`config.mk`:
```
export PLATFORM = sky130hd
export DESIGN_NAME = vending_change_controller
export DESIGN_NICKNAME = d
export VERILOG_FILES = /design/src/rtl/vending_change_controller.sv
export SDC_FILE = /design/constraint.sdc
export NUM_CORES = 1
export LEC_CHECK = 0
export CAP_MARGIN = 25
export CORE_MARGIN = 10
export CORE_UTILIZATION = 30
export CTS_CLUSTER_SIZE = 30
export DETAILED_ROUTE_END_ITERATION = 7
export GPL_ROUTABILITY_DRIVEN = 0
export PLACE_DENSITY_LB_ADDON = 0.1
export SLEW_MARGIN = 20
export SYNTH_ARGS = -nofsm -noshare
export SYNTH_HDL_FRONTEND = slang
export SYNTH_SLANG_ARGS = --single-unit
```
`constraint.sdc`:
```
create_clock -name clk -period 5.3 [get_ports clk]
set_input_delay 0.795 -clock clk [delete_from_list [all_inputs] [get_ports clk]]
set_output_delay 0.795 -clock clk [all_outputs]
set_load 0.01 [all_outputs]
```
`src/rtl/vending_change_controller.sv`:
```
// Vending credit/stock controller: accepts coins, dispenses items and pays change back
// greedily, one coin per cycle, on an idle timeout or on request.
module vending_change_controller #(
   parameter int NUM_COINS   = 3,
   parameter int NUM_ITEMS   = 4,
   parameter int TOTAL_BITS  = 31,
   parameter int STOCK_BITS  = 4,
   parameter int STOCK_INIT  = 5,
   parameter int WAIT_CYCLES = 100,
   parameter logic [NUM_COINS*32-1:0] COIN_VALUES = {32'd1000, 32'd500, 32'd100},
   parameter logic [NUM_ITEMS*32-1:0] ITEM_PRICES = {32'd2000, 32'd1000, 32'd500, 32'd400}
) (
   input  logic                  clk,
   input  logic                  reset,
   input  logic [NUM_COINS-1:0]  i_input_coin,
   input  logic [NUM_ITEMS-1:0]  i_select_item,
   input  logic                  i_trigger_return,
   input  logic                  i_restock,
   input  logic [NUM_ITEMS-1:0]  i_restock_item,
   input  logic [STOCK_BITS-1:0] i_restock_qty,
   output logic [NUM_ITEMS-1:0]  o_available_item,
   output logic [NUM_ITEMS-1:0]  o_output_item,
   output logic [NUM_COINS-1:0]  o_return_coin,
   output logic [TOTAL_BITS-1:0] o_current_total,
   output logic                  o_busy
);

   localparam int CW = ((TOTAL_BITS > 32) ? TOTAL_BITS : 32) + 1;
   localparam int TW = $clog2(WAIT_CYCLES + 1);
   localparam logic [CW-1:0]         CREDIT_MAX = CW'({TOTAL_BITS{1'b1}});
   localparam logic [STOCK_BITS:0]   STOCK_MAX  = {1'b0, {STOCK_BITS{1'b1}}};

   typedef enum logic [1:0] {S_IDLE = 2'd0, S_CREDIT = 2'd1, S_RETURN = 2'd2} state_t;
   typedef logic [NUM_ITEMS-1:0][STOCK_BITS-1:0] stock_t;

   state_t                state_q, state_d;
   logic [TOTAL_BITS-1:0] credit_q, credit_d;
   logic [TW-1:0]         timer_q, timer_d;
   stock_t                stock_q, stock_d;
   logic [NUM_ITEMS-1:0]  item_q, item_d, avail_q, avail_d;
   logic [NUM_COINS-1:0]  coin_q, coin_d;
   logic                  busy_q, busy_d;

   logic [CW-1:0]         credit_ext_s, coin_val_s, price_s, ret_val_s;
   logic [NUM_COINS-1:0]  coin_oh_s, fit_s, ret_oh_s;
   logic [NUM_ITEMS-1:0]  item_oh_s, restock_oh_s;
   logic                  coin_ok_s, sel_ok_s;
   logic [STOCK_BITS:0]   stock_sum_s;

   function automatic logic [CW-1:0] coin_value(input int idx);
      return CW'(COIN_VALUES[idx*32 +: 32]);
   endfunction

   function automatic logic [CW-1:0] item_price(input int idx);
      return CW'(ITEM_PRICES[idx*32 +: 32]);
   endfunction

   function automatic logic [NUM_ITEMS-1:0] avail_of(input state_t st,
                                                     input logic [TOTAL_BITS-1:0] cr,
                                                     input stock_t stk);
      logic [NUM_ITEMS-1:0] v;
      v = '0;
      for (int i = 0; i < NUM_ITEMS; i++) begin
         v[i] = (item_price(i) <= CW'(cr)) && (stk[i] != '0) && (st != S_RETURN);
      end
      return v;
   endfunction

   // Lowest-index decode of request vectors and greedy pick of the largest fitting coin.
   always_comb begin
      credit_ext_s = CW'(credit_q);
      coin_oh_s    = i_input_coin & (~i_input_coin + NUM_COINS'(1));
      item_oh_s    = i_select_item & (~i_select_item + NUM_ITEMS'(1));
      restock_oh_s = i_restock ? (i_restock_item & (~i_restock_item + NUM_ITEMS'(1))) : '0;
      coin_val_s   = '0;
      price_s      = '0;
      ret_val_s    = '0;
      fit_s        = '0;
      for (int i = 0; i < NUM_COINS; i++) begin
         coin_val_s = coin_val_s | (coin_oh_s[i] ? coin_value(i) : '0);
         fit_s[i]   = coin_value(i) <= credit_ext_s;
      end
      // Coin values ascend with index, so fit_s is a thermometer; keep its top bit.
      ret_oh_s = fit_s & ~(fit_s >> 1);
      for (int i = 0; i < NUM_COINS; i++) begin
         ret_val_s = ret_val_s | (ret_oh_s[i] ? coin_value(i) : '0);
      end
      for (int i = 0; i < NUM_ITEMS; i++) begin
         price_s = price_s | (item_oh_s[i] ? item_price(i) : '0);
      end
      coin_ok_s = (coin_oh_s != '0) && ((credit_ext_s + coin_val_s) <= CREDIT_MAX);
      sel_ok_s  = (item_oh_s & avail_q) != '0;
   end

   // Next state, credit, timer, pulses and per-slot stock.
   always_comb begin
      state_d     = state_q;
      credit_d    = credit_q;
      timer_d     = timer_q;
      stock_d     = stock_q;
      item_d      = '0;
      coin_d      = '0;
      stock_sum_s = '0;
      case (state_q)
         S_IDLE, S_CREDIT: begin
            if (i_trigger_return && ((state_q == S_CREDIT) || (credit_q != '0))) begin
               state_d = S_RETURN;
               timer_d = '0;
            end else begin
               coin_d   = coin_ok_s ? '0 : coin_oh_s;
               item_d   = sel_ok_s ? item_oh_s : '0;
               credit_d = TOTAL_BITS'(credit_ext_s + (coin_ok_s ? coin_val_s : '0)
                                      - (sel_ok_s ? price_s : '0));
               if (coin_ok_s || sel_ok_s) begin
                  state_d = S_CREDIT;
                  timer_d = TW'(WAIT_CYCLES);
               end else if ((state_q == S_CREDIT) && (timer_q <= TW'(1))) begin
                  state_d = S_RETURN;
                  timer_d = '0;
               end else if (state_q == S_CREDIT) begin
                  timer_d = timer_q - TW'(1);
               end else begin
                  timer_d = timer_q;
               end
            end
         end
         S_RETURN: begin
            if (ret_oh_s != '0) begin
               coin_d   = ret_oh_s;
               credit_d = TOTAL_BITS'(credit_ext_s - ret_val_s);
            end else begin
               state_d = S_IDLE;
            end
         end
         default: begin
            state_d = S_IDLE;
         end
      endcase
      // Dispense is taken off before the restock quantity is added and saturated.
      for (int i = 0; i < NUM_ITEMS; i++) begin
         stock_sum_s = {1'b0, stock_q[i]} - {{STOCK_BITS{1'b0}}, item_d[i]}
                       + (restock_oh_s[i] ? {1'b0, i_restock_qty} : '0);
         stock_d[i]  = (stock_sum_s > STOCK_MAX) ? STOCK_MAX[STOCK_BITS-1:0]
                                                 : stock_sum_s[STOCK_BITS-1:0];
      end
      avail_d = avail_of(state_d, credit_d, stock_d);
      busy_d  = (state_d == S_RETURN);
   end

   // State and output registers with synchronous reset.
   always_ff @(posedge clk) begin
      if (reset) begin
         state_q  <= S_IDLE;
         credit_q <= '0;
         timer_q  <= '0;
         stock_q  <= {NUM_ITEMS{STOCK_BITS'(STOCK_INIT)}};
         item_q   <= '0;
         coin_q   <= '0;
         avail_q  <= avail_of(S_IDLE, '0, {NUM_ITEMS{STOCK_BITS'(STOCK_INIT)}});
         busy_q   <= 1'b0;
      end else begin
         state_q  <= state_d;
         credit_q <= credit_d;
         timer_q  <= timer_d;
         stock_q  <= stock_d;
         item_q   <= item_d;
         coin_q   <= coin_d;
         avail_q  <= avail_d;
         busy_q   <= busy_d;
      end
   end

   assign o_available_item = avail_q;
   assign o_output_item    = item_q;
   assign o_return_coin    = coin_q;
   assign o_current_total  = credit_q;
   assign o_busy           = busy_q;

endmodule

```
; ---- Word level (Yosys, flattened, before mapping)
; Index checks and enable logic that the tools add are counted.
[op_classes]
n_reduce_logical = 25
n_eq_ne = 4
add_sub_neg = 16
magnitude_cmp = 13
muxes = 40
bitwise_logic = 16
[ops]
columns = cell, n
row1 = 9-bit by 31-bit less-or-equal comparator with 1-bit output (first input constant), 3
row2 = 10-bit by 31-bit less-or-equal comparator with 1-bit output (first input constant), 2
row3 = 31-bit two-way mux, 2
row4 = 31-bit case mux with 2 select lines, 1
row5 = 4-bit two-way mux, 12
row6 = 7-bit two-way mux, 6
row7 = 10-bit two-way mux, 4
row8 = 9-bit two-way mux, 4
row9 = 31-bit by 10-bit adder with 32-bit output, 1
row10 = 32-bit by 31-bit less-or-equal comparator with 1-bit output (second input constant), 1
row11 = 31-bit by 10-bit adder with 31-bit output, 1
row12 = 11-bit by 31-bit less-or-equal comparator with 1-bit output (first input constant), 1
row13 = 7-bit by 31-bit less-or-equal comparator with 1-bit output (first input constant), 1
row14 = 31-bit nonzero test, 1
row15 = 31-bit by 10-bit subtractor with 31-bit output, 1
row16 = 31-bit by 11-bit subtractor with 31-bit output, 1
row17 = 9-bit by 10-bit bitwise OR with 10-bit output, 3
row18 = 4-bit nonzero test, 6
row19 = 11-bit two-way mux, 2
row20 = 5-bit by 4-bit adder with 5-bit output, 4
row21 = 5-bit by 4-bit > comparator with 1-bit output (second input constant), 4
row22 = 4-bit by 1-bit subtractor with 5-bit output, 4
row23 = 7-bit by 9-bit bitwise OR with 9-bit output, 2
row24 = 4-bit AND, 3
row25 = other kinds (23), 44
[totals]
output_inout_bits = 43
reg_bits = 68
in_bits = 19

; ---- Longest topological paths before layout
; Gate-level depths: netlist (run 1).
[depth]
depth_word = 17
depth_mapped = 24
depth_no_buf = 23

; ---- Worst setup path after synthesis (run 1)
; OpenSTA, ideal clock, no wires.
[synth_path]
path_kind = input port to flip-flop
start = input port i_input_coin[1]
end = register avail_q[0] (netlist: o_available_item[0])
setup_slack_ns = -0.292
stages = 22
t_required_ns = 5.148
t_arrival_ns = 5.440
path_cell_list = or3_1 -> clkbuf_1 -> ha_1 -> a21oi_1 -> o21ai_0 -> nand3_1 -> a21boi_0 -> o21ai_1 -> nand2_1 -> fa_1 -> inv_1 -> ha_1 -> clkbuf_1 -> and3_1 -> nand3_1 -> or3b_1 -> a41oi_1 -> xor2_1 -> o2111a_1 -> nand4_1 -> nor4_4 -> a41oi_1
[synth_between]
elab_chain_len = 17
[synth_rtl]
columns = item, line
row1 = start: declaration, 15  ; input logic [NUM_COINS-1:0] i_input_coin,
row2 = 3-bit inverter, 72  ; coin_oh_s = i_input_coin & (~i_input_coin + NUM_COINS'(1));
row3 = 3-bit by 1-bit adder with 3-bit output, 72
row4 = 3-bit AND (*), 72
row5 = 9-bit two-way mux, 80  ; coin_val_s = coin_val_s | (coin_oh_s[i] ? coin_value(i) : '0);
row6 = 7-bit by 9-bit bitwise OR with 9-bit output, 80
row7 = 9-bit by 10-bit bitwise OR with 10-bit output, 80
row8 = 31-bit by 10-bit adder with 32-bit output, 91  ; coin_ok_s = (coin_oh_s != '0) && ((credit_ext_s + coin_val_s) <= CREDIT_MAX);
row9 = 32-bit by 31-bit less-or-equal comparator with 1-bit output, 91
row10 = 1-bit logical AND, 91
row11 = 10-bit two-way mux, 112  ; credit_d = TOTAL_BITS'(credit_ext_s + (coin_ok_s ? coin_val_s : '0)
row12 = 31-bit by 10-bit adder with 31-bit output, 112
row13 = 31-bit by 11-bit subtractor with 31-bit output, 113  ; - (sel_ok_s ? price_s : '0));
row14 = 31-bit two-way mux, 106  ; if (i_trigger_return && ((state_q == S_CREDIT) || (credit_q != '0))) begin
row15 = 31-bit case mux with 2 select lines, 104  ; case (state_q)
row16 = 9-bit by 31-bit less-or-equal comparator with 1-bit output, 64  ; v[i] = (item_price(i) <= CW'(cr)) && (stk[i] != '0) && (st != S_RETURN);
row17 = 1-bit logical AND, 64
row18 = 1-bit logical AND (*), 64
row19 = end signal: assignment, 159  ; avail_q <= avail_of(S_IDLE, '0, {NUM_ITEMS{STOCK_BITS'(STOCK_INIT)}});
row20 = end signal: assignment, 168  ; avail_q <= avail_d;
row21 = end: declaration, 40  ; logic [NUM_ITEMS-1:0] item_q, item_d, avail_q, avail_d;
; Every way passes the cells marked *; elsewhere a longest branch is shown, timed or not.
; A chain may end at the register's enable or synchronous reset.

; ---- Worst setup path in the final report (run 1)
[layout_path]
start = input port i_input_coin[0]
end = register avail_q[0] (netlist: o_available_item[0])
[layout_between]
elab_chain_len = 17
[layout_rtl]
columns = item, line
row1 = 3-bit inverter, 72
row2 = 3-bit by 1-bit adder with 3-bit output, 72
row3 = 3-bit AND (*), 72
row4 = 7-bit two-way mux or 9-bit two-way mux (tied branches), 80
row5 = 7-bit by 9-bit bitwise OR with 9-bit output, 80
row6 = 9-bit by 10-bit bitwise OR with 10-bit output, 80
row7 = 31-bit by 10-bit adder with 32-bit output, 91
row8 = 32-bit by 31-bit less-or-equal comparator with 1-bit output, 91
row9 = 1-bit logical AND, 91
row10 = 10-bit two-way mux, 112
row11 = 31-bit by 10-bit adder with 31-bit output, 112
row12 = 31-bit by 11-bit subtractor with 31-bit output, 113
row13 = 31-bit two-way mux, 106
row14 = 31-bit case mux with 2 select lines, 104
row15 = 9-bit by 31-bit less-or-equal comparator with 1-bit output, 64
row16 = 1-bit logical AND, 64
row17 = 1-bit logical AND (*), 64
; Marks and branches as above.

==> metrics.md, run 1 <==
| Metric | Value |
|---|---|
| Worst setup EP type | `flip-flop` |
| Worst r2r path cells | `22` |
| Chip width | `180 um` |
| Final count of negative-setup-slack endpoints | `4` |
| Routed wl met3 | `1410 um` |
| Relative slew slack | `0.464` |
| Max Freq | `182 MHz` |
| Ratio of cells with drive above 1 in the final layout | `0.254` |
| Critical path class | `in -> reg` |
| Most Frequent Cell on Critical Path | `ha_4` |
| Overflow after GRT | `0` |
| DR WL/cell | `19.0 um` |
| First-pass GRT wire length | `46700 um` |
| Hold path depth | `2` |
| Final core utilization | `0.431` |
| Final Hold Viols | `0` |
| Starting density of the core | `0.304` |
| Total power | `7.27 mW` |
| Count of state elements after synthesis | `68` |
| Vias post-DR | `8275` |
| Top delay family on crit path | `simple AND/OR/NAND/NOR gates` |
| CP Data Arrival Time | `5.70 ns` |
| DRC viols | `0` |
| EDFF count, synth | `0` |
| YS warnings | `0` |
| Setup ws final | `-0.193 ns` |
| CP Depth | `24` |
| FILL cells | `2560` |
| Violated checks | `negative setup slack` |
| Routed WL | `30100 um` |
| TNS Setup | `-0.641 ns` |
| Clk root buf | `clkbuf_16` |
| Core Region | `25200 um^2` |
| Initial antenna violation count | `1` |
| Input/output buffers | `61` |
| H-tree depth | `3` |
| Transition time of the tightest slew-check pin | `0.794 ns` |
| Largest net degree at the start of global routing | `38` |
| Sequential cell area | `1360 um^2` |
| Max Cap Violations | `0` |
| Antenna Nets Post-Route | `0` |
| Die area | `32400 um^2` |
| Net Count, Synth | `1156` |
| # clock sinks | `68` |
| Top FF cell, synth | `dfxtp_1` |
| Worst path slowest cell | `fa_1` |
| M1 WL | `14200 um` |
| Crit-path cells | `buf_8 -> or3_4 -> ha_4 -> a21oi_2 -> o21ai_1 -> nand3_1 -> a21boi_2 -> o21ai_2 -> buf_6 -> nand2_2 -> fa_1 -> inv_2 -> ha_4 -> o211ai_1 -> buf_4 -> a21oi_4 -> nor2_4 -> or3b_4 -> a41oi_4 -> xor2_2 -> o2111a_1 -> nand4_1 -> nor4_4 -> a41oi_1` |
| Max Root-Sink Buffers | `2` |
| Total global routing track utilization | `0.179` |
| Initial DRC Count | `521` |
| CP Launch Type | `input port` |
| Status | `complete, but fails checks` |
| Row count | `58` |
| Clk slew on worst S/H paths | `0.07 ns` |
| Worst Hold Slack | `0.508 ns` |
| Die H | `180 um` |
| Mapped Area | `7670 um^2` |
| Worst skew pair latency | `0.35 ns` |
| Most frequent cells in the layout | `185 x buf_4, 119 x inv_1, 113 x nor2_1, 102 x ha_1, 70 x nand2_1` |
| Slew Viols, Final | `0` |
| Synth area leaders | `ha_1 18%, dfxtp_1 18%, inv_1 6.0%` |
| Via-per-instance ratio | `5.23` |
| Placed instance area | `9920 um^2` |
| Tightest Hold Check Type | `reg -> reg` |
| Met2 wire len | `13600 um` |
| Finished Cell Area | `10900 um^2` |
| Total leakage power | `4.80 nW` |
| Vias in the first global route | `8302` |
| Area grow syn2layout | `41.7%` |
| CTS tree | `built` |
| Crit path max fanout | `4` |
| Max layer used | `met4` |
| Post-synthesis sequential area ratio | `0.178` |
| Worst VDD drop | `0.244 mV` |
| Worst Skew | `0.0189 ns` |
| Share of the synthesized area in the top cell type | `0.183` |
| Worst path max stage delay | `0.49 ns` |
| Cells after synthesis | `1012` |
| Cell Pwr Density | `669 nW/um^2` |
| Period utilisation layout | `1.04` |
| Worst Path Buf+Inv | `4` |
| Asr flop ratio synth | `0` |
| Synth unique cells | `78` |
| Yosys top cell by area | `ha_1` |
| # nets final | `1392` |
| CTS buffer count | `9` |
| Multi-input logic area | `6210 um^2` |
| Period minus WS final | `5.49 ns` |
| RSZ-0062 raised after global routing | `yes` |
| Mean Syn Cell Area | `7.58 um^2` |
| DR pass1 iterations | `5` |
| Commonest non-fill, non-tap cell in the layout | `buf_4` |
| Ports | `62` |
| Antenna Cells | `0` |
| HPWL Detailed | `24000 um` |
| CP Data Required Time | `5.51 ns` |
Yosys cell counts (9+ instances only):
master,instances
nor4_1,10
dfxtp_1,68
a21o_1,22
nor2b_1,17
inv_1,123
a31oi_1,13
a211oi_1,10
or3_1,9
nand2b_1,16
o21ai_0,32
nand3_1,35
xnor2_1,30
nor3_1,24
clkbuf_1,23
xor2_1,13
nand4_1,14
ha_1,112
fa_1,13
a21oi_1,73
nand2_1,74
nor2_1,115
o211ai_1,14
cell type report:
cell class / instances / share of cell area
inverter: 124 / 0.0431
clock buffer: 9 / 0.0207
multi-input combinational: 790 / 0.572
clock inverter: 7 / 0.00680
sequential: 68 / 0.125
tap: 330 / 0.0380
timing repair buffer: 255 / 0.194
per-stage QoR:
| step | std cells | setup slack (ns) |
|---|---|---|
| after global routing | 1583 | -0.327 |
| final | 1583 | -0.193 |
| after detailed placement | 1546 | -1.27 |
| after global placement | 1546 | -1.25 |
| after floorplan | 1012 | 0.0235 |
| after CTS | 1577 | -0.190 |
state kept, by name (all words and copies together) (netlist names):
register          flops
o_current_total      31
stock_q              16
timer_q               7
o_available_item      4
o_output_item         4
o_return_coin         3
state_q               2
o_busy                1
worst min-delay path, stage by stage (launching register included):
cell and delay (ns):
dfxtp_1 0.32, o21ai_0 0.07, a21oi_1 0.07
where the power goes:
group | leakage (nW) | internal (mW) | total (mW) | switching, mW
clock | 0.146 | 0.368 | 0.644 | 0.276
sequential | 0.561 | 0.654 | 0.736 | 0.0824
combinational | 4.09 | 2.73 | 5.89 | 3.16
timing repair:
| item | CTS | global route |
|---|---|---|
| buffers inserted | 15 | 6 |
| pin swaps | 43 | 40 |
| endpoints found under the setup margin | 15 | 7 |
| resized for setup | 56 | 56 |
| hold buffers | 0 | 0 |
layer usage:
layer  up-vias  track usage
met4         0       0.0681
met1      3942        0.238
li1       4072            -
met5         -            0
met3        50       0.0273
met2       211        0.285
cells by family (layout without fill, tap and decap cells):
logic type                 after synthesis  count (layout)  share of synthesized area
muxes                                    8               8                     0.0109
buffers and inverters                  154             395                     0.0788
and+or+nand+nor                        360             360                      0.238
DFF                                     68              68                      0.178
xor gates and xnor gates                43              43                     0.0491
adders and majority gates              125             125                      0.217
AOI/OAI and AO/OA                      254             254                      0.229
final timing paths:
| check | from | end | slack [ns] |
|---|---|---|---|
| worst max-delay path | i_input_coin[0] | o_available_item[0] | -0.19 |
| worst min-delay path | timer_q[6] | timer_q[6] | 0.51 |
| worst max register to register | o_current_total[10] | o_available_item[0] | -0.01 |
| worst min register to register | timer_q[6] | timer_q[6] | 0.51 |
Power figures use the tool's default switching activity.
==> run 2, diff against run 1 <==
--- a/config.mk
+++ b/config.mk
@@ -8,7 +8,7 @@
 export CAP_MARGIN = 25
 export CORE_MARGIN = 10
 export CORE_UTILIZATION = 30
-export CTS_CLUSTER_SIZE = 30
+export CTS_CLUSTER_SIZE = 16
 export DETAILED_ROUTE_END_ITERATION = 7
 export GPL_ROUTABILITY_DRIVEN = 0
 export PLACE_DENSITY_LB_ADDON = 0.1
==> results of run 2 <==
The final DEF is identical to that of run 1; final timing and power are the same.
==> run 3, diff against run 2 <==
--- a/config.mk
+++ b/config.mk
@@ -11,6 +11,7 @@
 export CTS_CLUSTER_SIZE = 16
 export DETAILED_ROUTE_END_ITERATION = 7
 export GPL_ROUTABILITY_DRIVEN = 0
+export HOLD_SLACK_MARGIN = 0.03
 export PLACE_DENSITY_LB_ADDON = 0.1
 export SLEW_MARGIN = 20
 export SYNTH_ARGS = -nofsm -noshare
==> results of run 3 <==
The final DEF is identical to that of run 1; final timing and power are the same.
